## config.mk

```make
export PLATFORM = sky130hd
export DESIGN_NAME = alu_ex_stage
export DESIGN_NICKNAME = d
export VERILOG_FILES = /design/src/rtl/alu_ex_stage.sv
export SDC_FILE = /design/constraint.sdc
export NUM_CORES = 1
export LEC_CHECK = 0
export CAP_MARGIN = 20
export CORE_AREA = 2 2 150 167
export CTS_CLUSTER_DIAMETER = 30
export DETAILED_ROUTE_END_ITERATION = 10
export DIE_AREA = 0 0 152 169
export DONT_BUFFER_PORTS = 1
export GPL_TIMING_DRIVEN = 0
export SYNTH_ARGS = -nofsm -noshare
export SYNTH_HDL_FRONTEND = slang
export SYNTH_SLANG_ARGS = --single-unit
```

## constraint.sdc

```tcl
create_clock -name clk -period 8.22 [get_ports clk]
set_input_delay 0.411 -clock clk [delete_from_list [all_inputs] [get_ports clk]]
set_output_delay 0.411 -clock clk [all_outputs]
set_load 0.1 [all_outputs]
```

## src/rtl/alu_ex_stage.sv

```systemverilog
// Two-stage ALU execute stage: S1 operand register, combinational ALU, S2 result register.
// Valid/ready handshake on both sides, synchronous flush and a saturating overflow counter.

module alu #(
  parameter int W = 32
) (
  input  logic [W-1:0] i_a,
  input  logic [W-1:0] i_b,
  input  logic [2:0]   i_op,
  output logic [W-1:0] o_result,
  output logic         o_zero,
  output logic         o_carry,
  output logic         o_overflow
);

  localparam logic [2:0] OP_AND  = 3'b000;
  localparam logic [2:0] OP_OR   = 3'b001;
  localparam logic [2:0] OP_ADD  = 3'b010;
  localparam logic [2:0] OP_SLTU = 3'b011;
  localparam logic [2:0] OP_XOR  = 3'b100;
  localparam logic [2:0] OP_NOR  = 3'b101;
  localparam logic [2:0] OP_SUB  = 3'b110;
  localparam logic [2:0] OP_SLT  = 3'b111;

  logic         w_sub;
  logic         w_arith;
  logic         w_ovf;
  logic [W-1:0] w_bOp;
  logic [W:0]   w_sum;

  // SUB and SLT share the adder as A + ~B + 1; carry is the adder carry-out (1 means no borrow).
  always_comb begin
    w_sub   = (i_op == OP_SUB) || (i_op == OP_SLT);
    w_arith = w_sub || (i_op == OP_ADD);
    w_bOp   = w_sub ? ~i_b : i_b;
    w_sum   = {1'b0, i_a} + {1'b0, w_bOp} + {{W{1'b0}}, w_sub};
    w_ovf   = (i_a[W-1] == w_bOp[W-1]) && (w_sum[W-1] != i_a[W-1]);
  end

  always_comb begin
    o_result = '0;
    case (i_op)
      OP_AND:  o_result = i_a & i_b;
      OP_OR:   o_result = i_a | i_b;
      OP_ADD:  o_result = w_sum[W-1:0];
      OP_SLTU: o_result = {{(W-1){1'b0}}, (i_a < i_b)};
      OP_XOR:  o_result = i_a ^ i_b;
      OP_NOR:  o_result = ~(i_a | i_b);
      OP_SUB:  o_result = w_sum[W-1:0];
      OP_SLT:  o_result = {{(W-1){1'b0}}, (w_sum[W-1] ^ w_ovf)};
      default: o_result = '0;
    endcase
  end

  assign o_zero     = (o_result == '0);
  assign o_carry    = w_arith & w_sum[W];
  assign o_overflow = w_arith & w_ovf;

endmodule

module alu_ex_stage #(
  parameter int DATA_WIDTH = 32,
  parameter int TAG_W      = 5
) (
  input  logic                  clk,
  input  logic                  rst,
  input  logic                  flush,
  input  logic                  in_valid,
  output logic                  in_ready,
  input  logic [DATA_WIDTH-1:0] in_A,
  input  logic [DATA_WIDTH-1:0] in_B,
  input  logic [2:0]            in_ALUop,
  input  logic [TAG_W-1:0]      in_tag,
  input  logic                  in_trap_en,
  output logic                  out_valid,
  input  logic                  out_ready,
  output logic [DATA_WIDTH-1:0] out_result,
  output logic                  out_zero,
  output logic                  out_carry,
  output logic                  out_overflow,
  output logic [TAG_W-1:0]      out_tag,
  output logic                  out_trap,
  output logic [15:0]           ovf_count
);

  logic                  r_s1Valid;
  logic [DATA_WIDTH-1:0] r_s1A;
  logic [DATA_WIDTH-1:0] r_s1B;
  logic [2:0]            r_s1Op;
  logic [TAG_W-1:0]      r_s1Tag;
  logic                  r_s1TrapEn;

  logic                  r_s2Valid;
  logic [DATA_WIDTH-1:0] r_s2Result;
  logic                  r_s2Zero;
  logic                  r_s2Carry;
  logic                  r_s2Overflow;
  logic [TAG_W-1:0]      r_s2Tag;
  logic                  r_s2TrapEn;

  logic [15:0]           r_ovfCount;

  logic                  w_outXfer;
  logic                  w_s2Free;
  logic                  w_inXfer;
  logic                  w_advance;
  logic [DATA_WIDTH-1:0] w_aluResult;
  logic                  w_aluZero;
  logic                  w_aluCarry;
  logic                  w_aluOverflow;

  // S2 can take a new result when empty or draining this cycle, so a full pipe still streams.
  assign w_outXfer = r_s2Valid & out_ready;
  assign w_s2Free  = ~r_s2Valid | w_outXfer;
  assign in_ready  = ~flush & (~r_s1Valid | w_s2Free);
  assign w_inXfer  = in_valid & in_ready;
  assign w_advance = r_s1Valid & w_s2Free;

  alu #(
    .W (DATA_WIDTH)
  ) u_alu (
    .i_a        (r_s1A),
    .i_b        (r_s1B),
    .i_op       (r_s1Op),
    .o_result   (w_aluResult),
    .o_zero     (w_aluZero),
    .o_carry    (w_aluCarry),
    .o_overflow (w_aluOverflow)
  );

  always_ff @(posedge clk or posedge rst) begin
    if (rst) begin
      r_s1Valid  <= 1'b0;
      r_s1A      <= '0;
      r_s1B      <= '0;
      r_s1Op     <= '0;
      r_s1Tag    <= '0;
      r_s1TrapEn <= 1'b0;
    end else begin
      if (flush)
        r_s1Valid <= 1'b0;
      else if (w_inXfer)
        r_s1Valid <= 1'b1;
      else if (w_advance)
        r_s1Valid <= 1'b0;
      if (w_inXfer) begin
        r_s1A      <= in_A;
        r_s1B      <= in_B;
        r_s1Op     <= in_ALUop;
        r_s1Tag    <= in_tag;
        r_s1TrapEn <= in_trap_en;
      end
    end
  end

  // Data may load during a flush; only the valid bit matters for what downstream sees.
  always_ff @(posedge clk or posedge rst) begin
    if (rst) begin
      r_s2Valid    <= 1'b0;
      r_s2Result   <= '0;
      r_s2Zero     <= 1'b0;
      r_s2Carry    <= 1'b0;
      r_s2Overflow <= 1'b0;
      r_s2Tag      <= '0;
      r_s2TrapEn   <= 1'b0;
    end else begin
      if (flush)
        r_s2Valid <= 1'b0;
      else if (w_advance)
        r_s2Valid <= 1'b1;
      else if (w_outXfer)
        r_s2Valid <= 1'b0;
      if (w_advance) begin
        r_s2Result   <= w_aluResult;
        r_s2Zero     <= w_aluZero;
        r_s2Carry    <= w_aluCarry;
        r_s2Overflow <= w_aluOverflow;
        r_s2Tag      <= r_s1Tag;
        r_s2TrapEn   <= r_s1TrapEn;
      end
    end
  end

  always_ff @(posedge clk or posedge rst) begin
    if (rst)
      r_ovfCount <= 16'd0;
    else if (w_outXfer && !flush && r_s2Overflow && (r_ovfCount != 16'hFFFF))
      r_ovfCount <= r_ovfCount + 16'd1;
  end

  assign out_valid    = r_s2Valid;
  assign out_result   = r_s2Result;
  assign out_zero     = r_s2Zero;
  assign out_carry    = r_s2Carry;
  assign out_overflow = r_s2Overflow;
  assign out_tag      = r_s2Tag;
  assign out_trap     = r_s2Valid & r_s2Overflow & r_s2TrapEn;
  assign ovf_count    = r_ovfCount;

endmodule

```

# Yosys cells after proc, flatten, opt, wreduce, memory -nomap -nowiden
# Index checks and enable logic that the tools add are counted.
# totals
register_bits,132
input_bits,78
out_inout_bits,59
word_cells,67
# classes
n_addsub,3
magnitude_cmp,1
n_eq_ne,10
mux,8
bitwise_logic,19
n_reduce_logical,12
# ops
op,count
case mux 32 bit (7 select lines),1
inverter 32 bit,2
adder 32 x 32 -> 33 bit,1
adder 33 x 1 -> 33 bit,1
AND 32 bit,1
zero test 32 bit,1
< comparator 32 bit,1
two-way mux 32 bit,1
OR 32 bit,1
XOR 32 bit,1
"adder 16 x 1 -> 16 bit, second input constant",1
"!= test 16 bit, second input constant",1
"== test 3 bit, second input constant",4
AND 1 bit,8
"== test 3 x 2 -> 1 bit, second input constant",2
two-way mux 1 bit,6
nonzero test 3 bit,2
logical AND 1 bit,4
"== test 3 x 1 -> 1 bit, second input constant",1
zero test 3 bit,1
inverter 1 bit,3
logical OR 1 bit,2
OR 1 bit,2
OR reduction 2 bit,1
other kinds (4),4

# Depth between registers and ports, before layout
# Gate-level depths: netlist of run 1.
# depth
depth_word,10
ltp_mapped,20
depth_no_buf,13

# Cells and area by module
# From an unflattened synthesis of run 1, not the netlist that was laid out.
# hier_totals
hier_cells,1104
hier_area_um2,10617.7
# by_module_without_submodules
module,n_inst,cells_per_inst,area_per_inst_um2,seq_area_each_um2
alu,1,777,5479.0,0.0
alu_ex_stage,1,327,5138.7,3303.2

# Worst setup path after synthesis of run 1
# OpenSTA, ideal clock, no wires.
# synth_path
path_type,reg-to-reg
start,register r_s1Op[2]
end,"register r_s2Zero, in the netlist out_zero"
setup_time_ps,76
arrival_ps,4877
t_required_ps,8144
path_slack_ps,3266
stages_incl_launch_ff,20
path_buffers,6
period_less_slack_ps,4954
path_cell_list,dfrtp_1 buf_4 buf_2 buf_2 buf_2 buf_2 nand2_1 buf_1 xnor2_1 fa_1 a211oi_2 o211ai_2 and4_1 or4_1 a31oi_1 o221ai_1 nor4_1 nand4_1 or4_1 o21ai_1
# synth_via
elab_chain_len,10
word_cells_on_any_way,19
classes_between,add/sub: 2; eq/ne: 9; mux: 2; bitwise: 1; reduce/logical: 5
# synth_lines
element,line_no,source
start: declaration,89,logic [2:0] r_s1Op;
start signal: assignment,149,r_s1Op <= in_ALUop;
== test 3 bit,"33, 42",
logical OR 1 bit,33,w_sub = (i_op == OP_SUB) || (i_op == OP_SLT);
two-way mux 32 bit,35,w_bOp = w_sub ? ~i_b : i_b;
adder 32 x 32 -> 33 bit,36,"w_sum = {1'b0, i_a} + {1'b0, w_bOp} + {{W{1'b0}}, w_sub};"
adder 33 x 1 -> 33 bit,36,
!= test 1 bit,37,w_ovf = (i_a[W-1] == w_bOp[W-1]) && (w_sum[W-1] != i_a[W-1]);
logical AND 1 bit,37,
XOR 1 bit,50,"OP_SLT: o_result = {{(W-1){1'b0}}, (w_sum[W-1] ^ w_ovf)};"
case mux 32 bit (7 select lines) (*),42,case (i_op)
zero test 32 bit (*),55,assign o_zero = (o_result == '0);
end signal: assignment,175,r_s2Zero <= w_aluZero;
end: declaration,95,logic r_s2Zero;
# Mark *: on every way between the ends. The rest lies on a longest branch, timed or not.
# A chain may end at the register's enable or synchronous reset.

# Final worst setup path of run 1
# Same ends and word-level chain as after synthesis.

==> results of run 1 <==
## layer usage
layer / vias up / wire (um) / part of all wire [%]
met2: 257 / 14000 / 47
li1: 3801 / - / -
met4: 0 / 971 / 3.2
met1: 3934 / 13100 / 44
met5: - / 0 / 0
met3: 55 / 1870 / 6.2
## worst max-delay path: cells and delay by family (launching register included)
family                   cells  cell delay, ns
buffers and inverters        6            2.21
adder cells (fa/ha/maj)      1            0.49
AND/OR/NAND/NOR              6            1.87
flip-flops                   1            0.35
AO/OA/AOI/OAI                5            1.20
XOR/XNOR                     1            0.30
## final cells by class
type / instances / area share, %
clock inverter: 12 / 1.55
buffer: 43 / 1.68
antenna: 1 / 0.0221
sequential: 132 / 29.2
tap: 310 / 3.43
inverter: 88 / 2.96
clock buffer: 19 / 4.00
multi-input combinational: 804 / 56.6
timing repair buffer: 3 / 0.575
## repair_timing
action / CTS / global route
hold buffers: 1 / 0
hold endpoints to repair: 45 / 0
endpoints found under the setup margin: 0 / 0
## report_power, final
part / leakage, nW / switching (mW) / internal, mW
clock: 0.302 / 0.318 / 0.522
sequential: 1.62 / 0.717 / 0.768
combinational: 3.24 / 0.858 / 0.605
total: 5.16 / 1.89 / 1.90
## path summary, 6_finish.rpt
path | from | end | slack (ns) | cells after the start
min | flush | r_s1Valid | 0.04 | 1
max | r_s1Op[2] | out_zero | 1.71 | 19
max in group asynchronous | rst | r_s1A[21] | 6.95 | 3
min reg2reg | r_s1Tag[2] | out_tag[2] | 0.50 | 1
min in group asynchronous | rst | r_s1B[4] | 0.50 | 2
max reg2reg | r_s1Op[2] | out_zero | 1.71 | 19
## sequential cells by signal, indices dropped and copies added (netlist names), 3 cells and up
| name | count |
|---|---|
| ovf_count | 16 |
| r_s1B | 32 |
| r_s1Tag | 5 |
| out_result | 32 |
| out_tag | 5 |
| r_s1Op | 3 |
| r_s1A | 32 |
## cell usage in the layout (no fill, tap or decap), drive strengths merged, types with 18 or more instances in the layout
cell / netlist / layout
mux2i: 21 / 21
buf: 16 / 18
clkbuf: 27 / 46
inv: 88 / 90
xor2: 20 / 20
xnor2: 79 / 79
o21ai: 62 / 62
a21oi: 44 / 44
nor2: 62 / 62
ha: 130 / 130
dfrtp: 132 / 132
mux2: 86 / 86
nand2: 81 / 81
## per-stage QoR
step                      instances  utilization, %  instance area, sq um  hold slack (ns)
after global placement         1377            44.0                 10600            0.478
after detailed placement       1379            44.3                 10700            0.329
after CTS                      1411            46.9                 11300           0.0274
after global routing           1412            46.9                 11300           0.0292
after floorplan                1067               -                 10200            0.473
final                          1412            46.9                 11300           0.0397
## cells by family (layout without fill, tap and decap cells)
family / count (synthesis) / after routing / synth area share, %
AND/OR/NAND/NOR: 242 / 242 / 11.4
other: 0 / 1 / 0
adder cells (fa/ha/maj): 131 / 131 / 16.1
buffers and inverters: 131 / 165 / 5.09
AO/OA/AOI/OAI: 225 / 225 / 15.0
multiplexers: 107 / 107 / 11.5
XOR/XNOR: 99 / 99 / 8.48
flip-flops: 132 / 132 / 32.3
==> results.txt, run 1 <==
----------------------------------------------------
[STA]
  Accumulated negative setup slack ... 0 ns
  Unrepaired setup endpoints after global routing ... false
  Maximum frequency from static timing analysis ... 154 MHz
  Final setup margin ... 1.71 ns
  Pins Over Slew Limit ... 0
  Relative slew slack ... 31.9%
  Final number of hold-violating endpoints ... 0
  Transition time at the pin with the least slew margin ... 1.02 ns
  Shortest period the worst path allows ... 6.51 ns
  Final setup violating endpoints ... 0
  Final cycle utilization of the critical path ... about 79%
  Worst Skew ... 0.0125 ns

[Global route]
  Highest-utilization routing layer at the global route stage ... met2
  Met2 track demand over resource in global routing ... 38.0%
  Global-route track usage on met3 ... between 5 and 6%
  First-pass GRT wire length ... between 40000 and 50000 um
  Initial antenna violation count ... 1
  Overall fraction of global-route tracks in use ... 23.3%
  Pin count of the biggest net entering global routing ... 88
  Total congestion overflow after global routing ... 0
  Via count of the first global-routing pass ... 7981
  Met1 Use GR ... 29.8%

[Route]
  Post-route DRC violation count ... 0
  Starting DRC count in detailed routing ... 478
  Routed via count ... 8047
  Mean routed wirelength per cell ... 21.2 um
  Total wire length ... 30000 um
  First-pass iteration count of the detailed router ... 5
  Residual antenna-violating net count after detailed routing ... 0
  Via density ... between 5 and 6

[Synthesis]
  Cell variety after synth ... 70
  Commonest register cell after synthesis ... dfrtp_1
  Post-synthesis cell area ... 0.0102 sq mm
  Commonest cells in the netlist ... dfrtp_1 (132), ha_1 (130), inv_1 (88)
  Number of enable flip-flop cells after synthesis ... 0
  Synthesized instance count ... 1067
  Yosys reg bits ... 132
  Area leader, netlist ... dfrtp_1
  Area share of the largest cell type after synthesis ... around a third
  Post-Synthesis Mean Instance Area ... 9.58 sq um
  Largest cells by area after synthesis ... dfrtp_1 (32%), ha_1 (16%), mux2_2 (9.5%), xnor2_1 (6.8%), inv_1 (3.2%)
  Count of synthesis-stage warnings from yosys ... 0
  Share of flip-flops with an asynchronous set or reset ... 100%
  Share of synthesized area occupied by flip-flops and latches ... 32.3%
  Synth Net Count ... 1276
  Most instantiated library cell after synthesis ... dfrtp_1

[Clock tree]
  Clock-pin slew on the worst setup and hold paths ... 0.06 ns
  Setup fix buffers added after clock tree synthesis ... 0
  Clock tree from TritonCTS ... yes
  Clock Root Buffer ... clkbuf_16
  Number of buffers on the longest clock path ... 2
  Clock buffer count from CTS ... 17
  Cts repair resizes ... 0
  Later-pin clock latency in the skew report ... 0.44 ns
  TritonCTS sink count ... 132
  H-Tree Level Count ... 4

[Worst hold path]
  Hold crit path type ... input port to flip-flop

[Pwr]
  Pwr Density ... around 330 mW/mm^2
  Static leakage ... 5.16 nW
  Total power ... 3.79 mW
  Worst IR Drop VDD ... between 0.15 and 0.2 mV

[Place]
  Hpwl dp ... 23000 um
  Post-Place Worst Slack ... 1.77 ns
  Count of buffers inserted at the top-level ports ... 0
  RePlAce Congestion ... 0.902

[Floorplan]
  Chip height ... 169 um
  Initial Util ... 42.4%
  Die area ... approximately 0.026 sq mm
  Count of pins on the block boundary ... 137
  Placement row count ... 60
  Overall die width ... 152 um
  Area of the placeable core ... ~0.024 sq mm

[Finish]
  Area taken by flip-flops and latches ... 0.00330 sq mm
  Share of post-route cells with drive strength above 1 ... 14.0%
  Count of fill cells added during filler insertion ... 2280
  Layout Nets ... 1298
  Relative area change from synthesis to final layout ... 10.7%
  Area occupied by multi-input gates ... 0.00640 sq mm

[Critical path]
  Most used cell, CP ... buf_2
  Worst Path Arrival ... between 6 and 7 ns
  Endpoint class of the critical path ... flip-flop
  Critical path cell sequence ... buf_4 > buf_2 > buf_2 > buf_2 > buf_2 > nand2_1 > buf_1 > xnor2_1 > fa_1 > a211oi_2 > o211ai_2 > and4_1 > or4_1 > a31oi_1 > o221ai_1 > nor4_1 > nand4_1 > or4_1 > o21ai_1
  Maximum net fanout on the critical path ... 10
  Slowest cell on the critical path ... or4_1
  Worst EP required ... 8.58 ns
  Largest incremental delay on the critical path ... ~0.54 ns
  Startpoint class of the critical path ... flip-flop
  Class of the most critical setup path ... flip-flop to flip-flop

[Run]
  Max-capacitance violation count ... 0

[Run status]
  Outcome ... finished clean

----------------------------------------------------
Note: power is estimated with default switching activity, not from simulation.
==> inputs of run 2 (changes only) <==
- clock period: 8.22 -> 6.3 ns (I/O delays scaled with it)
==> run 2 against run 1 <==
  * Final area about the same
  * Combinational power rose by 31%
  * Sequential share of layout area about the same
  * Sequential cell count stayed put
  * Register-to-register slack got worse by 1.4 ns
  * Maximum frequency increased by 9.2%
  * Hold slack lost 0.020 ns
  * Via count fell by 0.14%
==> results.txt, run 2 (same netlist as run 1, synthesis figures left out) <==
----------------------------------------------------
[Run status]
  Outcome ... finished clean (unchanged)

[Place]
  Hpwl dp ... 23000 um (unchanged)
  Cell total after placement ... 1379 (unchanged)
  Post-Place Worst Slack ... -0.152 ns (was 1.77 ns)
  Placed inst area ... 0.0107 sq mm (unchanged)
  Count of buffers inserted at the top-level ports ... 0 (unchanged)
  RePlAce Congestion ... 0.902 (unchanged)

[Route]
  Starting DRC count in detailed routing ... 445 (was 478)
  Routed via count ... 8036 (was 8047)
  Total wire length ... 29800 um (was 30000 um)
  Residual antenna-violating net count after detailed routing ... 0 (unchanged)
  Post-route DRC violation count ... 0 (unchanged)
  Mean routed wirelength per cell ... 21.1 um (was 21.2 um)
  First-pass iteration count of the detailed router ... 5 (unchanged)
  Via density ... 5.69 (was 5.70)

[STA]
  Final cycle utilization of the critical path ... 94.7% (was 79.2%)
  Final setup violating endpoints ... 0 (unchanged)
  Unrepaired setup endpoints after global routing ... false (unchanged)
  Final number of hold-violating endpoints ... 0 (unchanged)
  Final setup margin ... 0.335 ns (was 1.71 ns)
  Accumulated negative setup slack ... 0 ns (unchanged)
  Worst Skew ... 0.0133 ns (was 0.0125 ns)
  Maximum frequency from static timing analysis ... 168 MHz (was 154 MHz)
  Shortest period the worst path allows ... 5.97 ns (was 6.51 ns)
  Pins Over Slew Limit ... 0 (unchanged)
  Relative slew slack ... 31.9% (about the same)
  Transition time at the pin with the least slew margin ... 1.02 ns (about the same)

[Finish]
  Non-Filler Cell Area, Final ... 0.0113 sq mm (about the same)
  Most common cell after layout, fill and taps aside ... dfrtp_1 (unchanged)
  Share of post-route cells with drive strength above 1 ... 14.2% (was 14.0%)
  Most frequent cells in the layout ... dfrtp_1 (132), ha_1 (130), inv_1 (87), mux2_2 (86), nand2_1 (81) (unchanged)
  Final cell count without fillers ... 1412 (unchanged)
  Count of fill cells added during filler insertion ... 2279 (was 2280)
  Layout Nets ... 1298 (unchanged)
  Relative area change from synthesis to final layout ... 10.8% (was 10.7%)

[Floorplan]
  Die area ... 0.0257 sq mm (unchanged)
  Placement row count ... 60 (unchanged)
  Count of pins on the block boundary ... 137 (unchanged)
  Chip height ... 169 um (unchanged)
  Overall die width ... 152 um (unchanged)
  Area of the placeable core ... 0.0241 sq mm (unchanged)
  Initial Util ... 42.4% (unchanged)

[Critical path]
  Maximum net fanout on the critical path ... 10 (unchanged)
  Endpoint class of the critical path ... flip-flop (unchanged)
  Worst EP required ... 6.66 ns (was 8.58 ns)
  Class of the most critical setup path ... flip-flop to flip-flop (unchanged)
  R2r endpoint ... out_zero (unchanged)
  Worst Path Arrival ... 6.33 ns (was 6.88 ns)
  R2r worst-path depth ... 17 (was 19)
  Worst reg2reg startpoint ... r_s1Op[1] (was r_s1Op[2])
  Startpoint class of the critical path ... flip-flop (unchanged)
  Worst setup slack for register-to-register paths ... 0.33 ns (was 1.71 ns)

[Clock tree]
  Setup fix buffers added after clock tree synthesis ... 0 (unchanged)
  TritonCTS sink count ... 132 (unchanged)
  Later-pin clock latency in the skew report ... 0.44 ns (about the same)
  H-Tree Level Count ... 4 (unchanged)
  Clock tree from TritonCTS ... yes (unchanged)
  Clock Root Buffer ... clkbuf_16 (unchanged)
  Number of buffers on the longest clock path ... 2 (unchanged)
  Clock buffer count from CTS ... 17 (unchanged)
  Clock-pin slew on the worst setup and hold paths ... 0.07 ns (was 0.06 ns)

[Global route]
  Via count of the first global-routing pass ... 7988 (was 7981)
  First-pass GRT wire length ... 46500 um (about the same)
  Pin count of the biggest net entering global routing ... 88 (unchanged)
  Overall fraction of global-route tracks in use ... 23.3% (about the same)
  Initial antenna violation count ... 1 (unchanged)
  Total congestion overflow after global routing ... 0 (unchanged)

[Pwr]
  Static leakage ... 5.17 nW (was 5.16 nW)
  Worst IR Drop VDD ... 0.221 mV (was 0.171 mV)
  Pwr Density ... 436 mW/mm^2 (was 335 mW/mm^2)
  Total power ... 4.94 mW (was 3.79 mW)

[Worst hold path]
  Hold crit path type ... input port to flip-flop (unchanged)
  End point of the most critical hold path ... r_s1B[18] (was r_s1Valid)
  Startpoint of the lowest-slack hold path ... in_B[18] (was flush)
  Worst hold path stage count ... 1 (unchanged)

[Run]
  Max-capacitance violation count ... 0 (unchanged)

----------------------------------------------------
[run 2: cell types whose count changed in the layout (fill, tap and decap cells not counted), sizes merged]
| cell | previous run | this run |
|---|---|---|
| clkbuf | 46 | 48 |
| buf | 18 | 15 |
| dlygate4sd3 | 1 | 2 |
[run 2: power by group]
group          internal (mW)  switching, mW  leakage, nW
Combinational          0.790           1.12         3.24
Sequential              1.00          0.936         1.62
Clock                  0.681          0.415        0.302
[run 2: cell type report]
class | count | area (sq um) | area share (%)
Multi-Input combinational cell | 804 | 6400 | 56.5
Sequential cell | 132 | 3300 | 29.2
Clock buffer | 19 | 453 | 4.00
Tap cell | 310 | 388 | 3.43
Inverter | 88 | 335 | 2.96
Buffer | 42 | 191 | 1.69
Clock inverter | 12 | 175 | 1.55
Timing Repair Buffer | 4 | 75.1 | 0.663
Antenna cell | 1 | 2.50 | 0.0221
[run 2: how the worst max path moves through the flow]
stage | start | end | slack (ns) | depth (start not counted)
6_report | r_s1Op[1] | out_zero | 0.33 | 17
2_1_floorplan | r_s1Op[2] | out_zero | 1.35 | 19
3_3_place_gp | r_s1Op[2] | out_zero | -0.08 | 19
3_5_place_dp | r_s1Op[2] | out_zero | -0.15 | 19
4_1_cts | r_s1Op[2] | out_zero | 0.03 | 19
5_1_grt | r_s1Op[1] | out_zero | 0.05 | 17
[run 2: worst max-delay path, cell delays in order, from the launching register on]
cell and delay (ns):
dfrtp_1 0.38, buf_2 0.27, clkbuf_1 0.63, clkbuf_1 0.50, nand2_1 0.21, buf_2 0.31, xnor2_1 0.22, fa_1 0.46
a211oi_2 0.38, o211ai_2 0.22, and4_1 0.28, or4_1 0.41, a31oi_1 0.29, o221ai_1 0.17, nor4_1 0.33, nand4_1 0.13
or4_1 0.54, o21ai_1 0.14
[run 2: stage by stage]
step / hold WS (ns) / util, %
finish: 0.0202 / 47.0
global route: 0.0103 / 47.0
CTS: 0.0103 / 47.0
detailed placement: 0.233 / 44.3
global placement: 0.382 / 44.0
floorplan: 0.378 / -
[run 2: metal layers]
| layer | vias up | track usage [%] | routed length, um |
|---|---|---|---|
| met2 | 251 | 38.1 | 14100 |
| li1 | 3798 | - | - |
| met1 | 3940 | 29.9 | 13100 |
| met3 | 47 | 5.48 | 1830 |
| met5 | - | 0 | 0 |
| met4 | 0 | 9.47 | 881 |
[run 2: repair_timing]
item,CTS,global route
resized for setup,3,6
gates cloned,0,0
endpoints found under the setup margin,1,1
endpoints found under the hold margin,47,0
hold buffers,2,0
